$ cat src/rtl/game_draw_sequencer.sv
// ---------------------------------------------------------------------------
// game_draw_sequencer
//
// Controller for the game-state drawing datapath. A game starts with a
// full-screen clear, then the grid, then the level board chosen by the
// latched difficulty. After that the machine sits in PLAY and serves
// redraw requests (one drawNum pass) and game-over events (end-of-game
// clear back to IDLE). The datapath drawers give no completion signal, so
// each phase is held for a fixed number of cycles.
//
// Ports
//   clk           system clock
//   resetn        asynchronous active-low reset
//   start         begin a game (only looked at in IDLE)
//   difficulty    00=EZ, 01=NORMAL, 1x=HARD; latched when start is taken
//   redraw_req    board changed, request a drawNum pass
//   game_over     win or timeout, request the end-of-game clear
//   clear         datapath clear enable
//   drawGrid      datapath grid enable
//   drawEZ        easy level-board enable
//   drawNORMAL    normal level-board enable
//   drawHARD      hard level-board enable
//   drawNum       live-board number enable
//   plot          VGA write enable, OR of the six enables
//   busy          high in every state except IDLE and PLAY
//   ready         high only in PLAY
//   level_loaded  one-cycle pulse on the first PLAY cycle after LEVEL
// ---------------------------------------------------------------------------
module game_draw_sequencer #(
    parameter int CLEAR_CYCLES = 19200,
    parameter int GRID_CYCLES  = 4096,
    parameter int NUM_CYCLES   = 4096,
    parameter int CNT_W        = 15
) (
    input  logic       clk,
    input  logic       resetn,
    input  logic       start,
    input  logic [1:0] difficulty,
    input  logic       redraw_req,
    input  logic       game_over,
    output logic       clear,
    output logic       drawGrid,
    output logic       drawEZ,
    output logic       drawNORMAL,
    output logic       drawHARD,
    output logic       drawNum,
    output logic       plot,
    output logic       busy,
    output logic       ready,
    output logic       level_loaded
);

    typedef enum logic [2:0] {
        IDLE    = 3'd0,
        CLR     = 3'd1,
        GRID    = 3'd2,
        LEVEL   = 3'd3,
        PLAY    = 3'd4,
        NUM     = 3'd5,
        END_CLR = 3'd6
    } state_t;

    // Terminal counts: a phase of N cycles ends when the counter reads N-1.
    localparam logic [CNT_W-1:0] CLEAR_LAST = CNT_W'(CLEAR_CYCLES - 1);
    localparam logic [CNT_W-1:0] GRID_LAST  = CNT_W'(GRID_CYCLES - 1);
    localparam logic [CNT_W-1:0] NUM_LAST   = CNT_W'(NUM_CYCLES - 1);

    state_t           state;
    logic [CNT_W-1:0] cnt;
    logic [1:0]       diff_q;
    logic             pend_redraw;
    logic             pend_over;
    logic             phase_last;

    // Decide whether the current timed phase is on its final cycle. The
    // level board and the number redraw share the same length. An encoding
    // outside the enum counts as "last" so the machine falls back to IDLE
    // instead of counting forever.
    always_comb begin
        phase_last = 1'b0;
        case (state)
            CLR, END_CLR: phase_last = (cnt == CLEAR_LAST);
            GRID:         phase_last = (cnt == GRID_LAST);
            LEVEL, NUM:   phase_last = (cnt == NUM_LAST);
            IDLE, PLAY:   phase_last = 1'b0;
            default:      phase_last = 1'b1;
        endcase
    end

    // Main sequencer. IDLE waits for start and keeps the pending flags
    // clear. Timed states count up and advance on their last cycle, while
    // collecting redraw/game-over requests so none is lost mid-phase
    // (except during the end-of-game clear, where they are meaningless).
    // PLAY serves game-over before redraw; a simultaneous redraw is dropped
    // because the board is about to be wiped anyway. level_loaded is
    // registered so it lines up with the first PLAY cycle.
    always_ff @(posedge clk or negedge resetn) begin
        if (!resetn) begin
            state        <= IDLE;
            cnt          <= '0;
            diff_q       <= 2'b00;
            pend_redraw  <= 1'b0;
            pend_over    <= 1'b0;
            level_loaded <= 1'b0;
        end else begin
            level_loaded <= 1'b0;
            case (state)
                IDLE: begin
                    cnt         <= '0;
                    pend_redraw <= 1'b0;
                    pend_over   <= 1'b0;
                    if (start) begin
                        diff_q <= difficulty;
                        state  <= CLR;
                    end
                end
                PLAY: begin
                    cnt <= '0;
                    if (game_over || pend_over) begin
                        state       <= END_CLR;
                        pend_over   <= 1'b0;
                        pend_redraw <= 1'b0;
                    end else if (redraw_req || pend_redraw) begin
                        state       <= NUM;
                        pend_redraw <= 1'b0;
                    end
                end
                default: begin
                    if (state != END_CLR) begin
                        pend_over   <= pend_over | game_over;
                        pend_redraw <= pend_redraw | redraw_req;
                    end
                    if (phase_last) begin
                        cnt <= '0;
                        case (state)
                            CLR:   state <= GRID;
                            GRID:  state <= LEVEL;
                            LEVEL: begin
                                state        <= PLAY;
                                level_loaded <= 1'b1;
                            end
                            NUM:   state <= PLAY;
                            END_CLR: begin
                                state       <= IDLE;
                                diff_q      <= 2'b00;
                                pend_over   <= 1'b0;
                                pend_redraw <= 1'b0;
                            end
                            default: state <= IDLE;
                        endcase
                    end else begin
                        cnt <= cnt + CNT_W'(1);
                    end
                end
            endcase
        end
    end

    // Moore decodes of the state register. Only one state is active at a
    // time, so at most one enable can be high in any cycle.
    always_comb begin
        clear      = (state == CLR) || (state == END_CLR);
        drawGrid   = (state == GRID);
        drawEZ     = (state == LEVEL) && (diff_q == 2'b00);
        drawNORMAL = (state == LEVEL) && (diff_q == 2'b01);
        drawHARD   = (state == LEVEL) && diff_q[1];
        drawNum    = (state == NUM);
        plot       = clear | drawGrid | drawEZ | drawNORMAL | drawHARD | drawNum;
        busy       = (state != IDLE) && (state != PLAY);
        ready      = (state == PLAY);
    end

endmodule

$ cat config.mk
export PLATFORM = sky130hd
export DESIGN_NAME = game_draw_sequencer
export DESIGN_NICKNAME = d
export VERILOG_FILES = /design/src/rtl/game_draw_sequencer.sv
export SDC_FILE = /design/constraint.sdc
export NUM_CORES = 1
export LEC_CHECK = 0
export ABC_CLOCK_PERIOD_IN_PS = 2000
export CORE_ASPECT_RATIO = 0.6
export CORE_MARGIN = 3
export CORE_UTILIZATION = 45
export DETAILED_ROUTE_END_ITERATION = 10
export PLACE_DENSITY = 0.72
export SLEW_MARGIN = 25
export SYNTH_ARGS = -nofsm -noshare
export SYNTH_HDL_FRONTEND = slang
export SYNTH_SLANG_ARGS = --single-unit
$ cat constraint.sdc
create_clock -name clk -period 2 [get_ports clk]
set_clock_uncertainty 0.15 [all_clocks]
set_input_delay 0.5 -clock clk [delete_from_list [all_inputs] [get_ports clk]]
set_output_delay 0.5 -clock clk [all_outputs]
set_load 0.01 [all_outputs]
Word level (Yosys, flattened, before mapping)
Cells that the tools add are included.
Word-level totals
  bits in registers: 23
  output and inout bits: 10
  logic and storage cells: 75
  bits of input ports: 7
Cells by class
  reductions and logical operators: 19
  bitwise operators: 8
  add/subtract/negate cells: 1
  mux-type cells: 27
  equal/unequal tests: 14
Operators by type and width (count)
  $mux 15: 2
  $add 15x1->15 const B: 1
  $eq 15x12->1 const B: 1
  $eq 15x15->1 const B: 1
  $mux 1: 12
  $mux 3: 4
  $eq 3x3->1 const B: 3
  $pmux 3 s3: 1
  $or 1x1->1: 7
  $eq 3x2->1 const B: 2
  $mux 2: 3
  $ne 3x3->1 const B: 2
  $pmux 3 s2: 1
  $reduce_bool 3->1: 2
  $reduce_or 2->1: 3
  $logic_and 1x1->1: 4
  $pmux 1 s2: 2
  $pmux 2 s2: 1
  $reduce_and 4->1: 1
  $reduce_bool 2->1: 2
  $eq 3x1->1 const B: 1
  $logic_not 3->1: 1
  $logic_or 1x1->1: 3
  $ne 3x1->1 const B: 1
  8 further kinds: 8

Logic depth before layout (Yosys ltp)
  word-level depth: 7
  gate-level depth with buffers: 8
  mapped depth without buffers: 5

Worst setup path before layout
OpenSTA, ideal clock, no wires.
  path type: register to output
  start: register state[0]
  end: output ready
  arrival: 1127 ps
  setup slack: 223 ps
  stages on the path, launching flop included: 5
  buffers on the path: 1
  required time: 1350 ps
  cells stage by stage: dfrtp_1 > clkbuf_1 > nor2_1 > inv_1 > nor2_1
On the way
  cells in the longest elaborated chain, start to end: 1
RTL lines
  from (decl): line 68  | state_t state;
  from (signal assigned): line 99  | state <= IDLE;
  from (signal assigned): line 114  | state <= CLR;
  from (signal assigned): line 120  | state <= END_CLR;
  $eq 3x3->1: line 170  | ready = (state == PLAY);
  to (decl): line 49  | output logic ready,
Every way passes these cells.

Worst setup path after layout
  start: register state[1]
  end: output drawEZ
On the way
  cells in the longest elaborated chain, start to end: 2
RTL lines
  $eq 3x2->1: line 164  | drawEZ = (state == LEVEL) && (diff_q == 2'b00);
  $logic_and 1x1->1: line 164
  to (decl): line 43  | output logic drawEZ,
Every way passes these cells.

==> metrics.txt <==
R2R setup slack -0.03 ns; Initial Util 0.515; number of flops mapped to enable cells by yosys 0; failing checks negative setup slack; GRT overflow 0; initial antenna violation count 0; synth top area cells dfrtp_1 48%, nor2_1 7.2%, xor2_1 5.8%, and3_1 4.7%, xnor2_1 3.6%; Worst R2R Path Depth 6; Crit. End Element output port; Post-Syn Instances 123; clock power share 0.372; WHS Endpoint cnt[0]; Worst Setup Start Kind flop; reg2reg end state[1]; Horiz. Die Dim 72.9 um; worst setup margin -0.0960 ns; area leader, netlist dfrtp_1; hold depth 1; Ys Warns 0; CTS max path bufs 2; Worst Path Required 1.35 ns; Cell Count, Final, Fillers Out 192; Skew-Pair Late Insertion Delay 0.26 ns; htree depth 1; RSZ-0062 raised after global routing yes; synthesized net count 131; number of global-route vias before repair 1060; asr flop ratio synth 1.00; min cycle time layout 2.10 ns; antenna-violating nets left 0; Seq pwr share 0.598; HPWL after DPL 2.31 mm; worst-path cell chain buf_6 > nor2b_4 > nand2_1 > nor3_2 > buf_2; share of cells above drive strength 1 0.364; Syn Area/Cell 9.82 um^2; Final Hold Fails 0; largest net degree at the start of global routing 24; CP Data Arrival Time 1.45 ns; clock root buffer master clkbuf_8; relative slew slack 0.808; P_int 0.615 mW; max cap viols 0; Hold Crit Start cnt[0]; clock slew at reported path FFs 0.08 ns; Starting DRT DRC Count 80; VDD IR max 0.000459 V; fin crit share 1.05; top cell type's share of synthesized area 0.477; register area share after synthesis 0.477; Cell variety after synth 33; combinational power share 0.030; Hold Slack 0.383 ns; crit path max-delay cell type dfrtp_2; Port Buf Inserts 16; area delta synth->final 38.8%; Fillers 192; first-pass GRT wire length 5.00 mm; LEAKAGE 0.783 nW; power density over the cells 463 nW/um^2; GRT Total Usage 0.204; Worst path max stage delay 0.42 ns; num ports 17; outcome finished, violations left; CP Depth 5; FP Rows 13; Post-DP Area 1490 um^2; Worst Hold Class reg2reg; DR vias 1045; overall power 0.776 mW; slew at the pin with the worst max-slew slack 0.288 ns; Placed Cells incl. Taps 180; CP top delay family simple AND/OR/NAND/NOR gates; CTS tree built; CP bufs+invs 2; Placement Setup Slack -0.169 ns; Net Sw Frac 0.208; mapped cell area 1210 um^2; CP Max Fanout 4; CORE AREA 2340 um^2; fmax 0.477 GHz; diodes inserted 0; worst r2r src state[0]; Remaining DRCs 0; Die Y 46.1 um; Post-CTS Hold Buffers 0; Setup CP Type reg2out; Final Cell Area 1680 um^2; max-slew violations 0; CTS Buf Count 3; Top FF cell, synth dfrtp_1; DR WL/cell 16.9 um; Via density 5.44; CTS Sinks 23; #FFs+latches synth 23; TritonRoute pass-1 iters 4; P_sw 0.161 mW; GPL Wtd Cong 0.916; Die Area 3360 um^2; Routed WL 3.24 mm; Layout Nets 171; final setup fails 6
-- placed cells by master (no fill, tap or decap), types with 3 or more instances in the layout --
master / count
clkdlybuf4s50_1: 7
nand4_1: 3
clkbuf_8: 3
buf_6: 6
buf_2: 6
nand2_1: 4
nand3_1: 6
xor2_1: 8
and3_1: 9
nor2_4: 3
dfrtp_1: 20
nor3_2: 3
buf_4: 19
dfrtp_2: 3
xnor2_1: 5
nor2_1: 20
mux2i_1: 3
-- power by group through the flow --
| stage | clock [mW] | sequential, mW | combinational (mW) |
|---|---|---|---|
| 2_1_floorplan | 0 | 0.474 | 0.000184 |
| 3_3_place_gp | 0 | 0.474 | 0.0235 |
| 3_5_place_dp | 0 | 0.474 | 0.0237 |
| 4_1_cts | 0.293 | 0.464 | 0.0238 |
| 5_1_grt | 0.315 | 0.465 | 0.0255 |
| 6_report | 0.289 | 0.464 | 0.0232 |
-- timing repair --
item	in CTS	in global routing
endpoints found under the setup margin	29	28
gates cloned	0	0
buffers inserted	2	7
pin swaps	1	6
resized for setup	48	17
-- stage by stage --
step	setup TNS [ns]	util
after floorplan	0	-
after global placement	-0.744	0.635
after detailed placement	-1.63	0.635
after CTS	-0.371	0.667
after global routing	-0.841	0.715
final	-0.201	0.715
-- layout make-up --
type                    instances  area (um^2)  area share
clock inverters                 1         5.00     0.00299
repair buffers                 40          332       0.198
clock buffers                   3         41.3      0.0246
well taps                      30         37.5      0.0224
inverters                       3         11.3     0.00672
flip-flops and latches         23          579       0.346
multi-input cells              92          669       0.400
-- synthesized netlist by cell type (2+ instances only) --
cell type and number:
mux2i_1 4, nor3_1 5, and4_1 2, nor3b_1 2, nand4b_1 2, dfrtp_1 23
nand4_1 3, inv_1 3, nand2b_1 2, and3_1 9, nor2_1 23, nand2_1 4
nand3_1 6, xor2_1 8, a21oi_1 4, xnor2_1 5, buf_6 2
-- worst max-delay path by stage --
stage               startpoint       end  slack (ns)
floorplan             state[0]     ready        0.22
detailed placement    state[1]     clear       -0.17
finish                state[1]    drawEZ        -0.1
CTS                   state[1]  state[1]       -0.08
global route          state[1]    drawEZ       -0.13
global placement      state[1]     clear       -0.08
-- flip-flops by register name, indices dropped and copies added, names as in the netlist --
name          count
level_loaded      1
state             3
pend_over         1
diff_q            2
pend_redraw       1
cnt              15
-- per-layer routing --
| metal | vias up | track usage | part of all wire |
|---|---|---|---|
| met5 | - | 0 | 0 |
| li1 | 505 | - | - |
| met2 | 35 | 0.335 | 0.46 |
| met1 | 497 | 0.269 | 0.45 |
| met4 | 0 | 0.0625 | 0.024 |
| met3 | 8 | 0.0501 | 0.061 |
-- kinds of logic (layout without fill, tap and decap cells) --
| group | after synthesis | after routing | share of synthesized area |
|---|---|---|---|
| multiplexers | 5 | 5 | 0.0456 |
| adder cells (fa/ha/maj) | 1 | 1 | 0.0104 |
| AND/OR/NAND/NOR | 62 | 62 | 0.268 |
| XOR/XNOR | 13 | 13 | 0.0943 |
| AO/OA/AOI/OAI | 11 | 11 | 0.0632 |
| buffers and inverters | 8 | 47 | 0.0414 |
| flip-flops | 23 | 23 | 0.477 |
(Power assumes the default switching activity.)
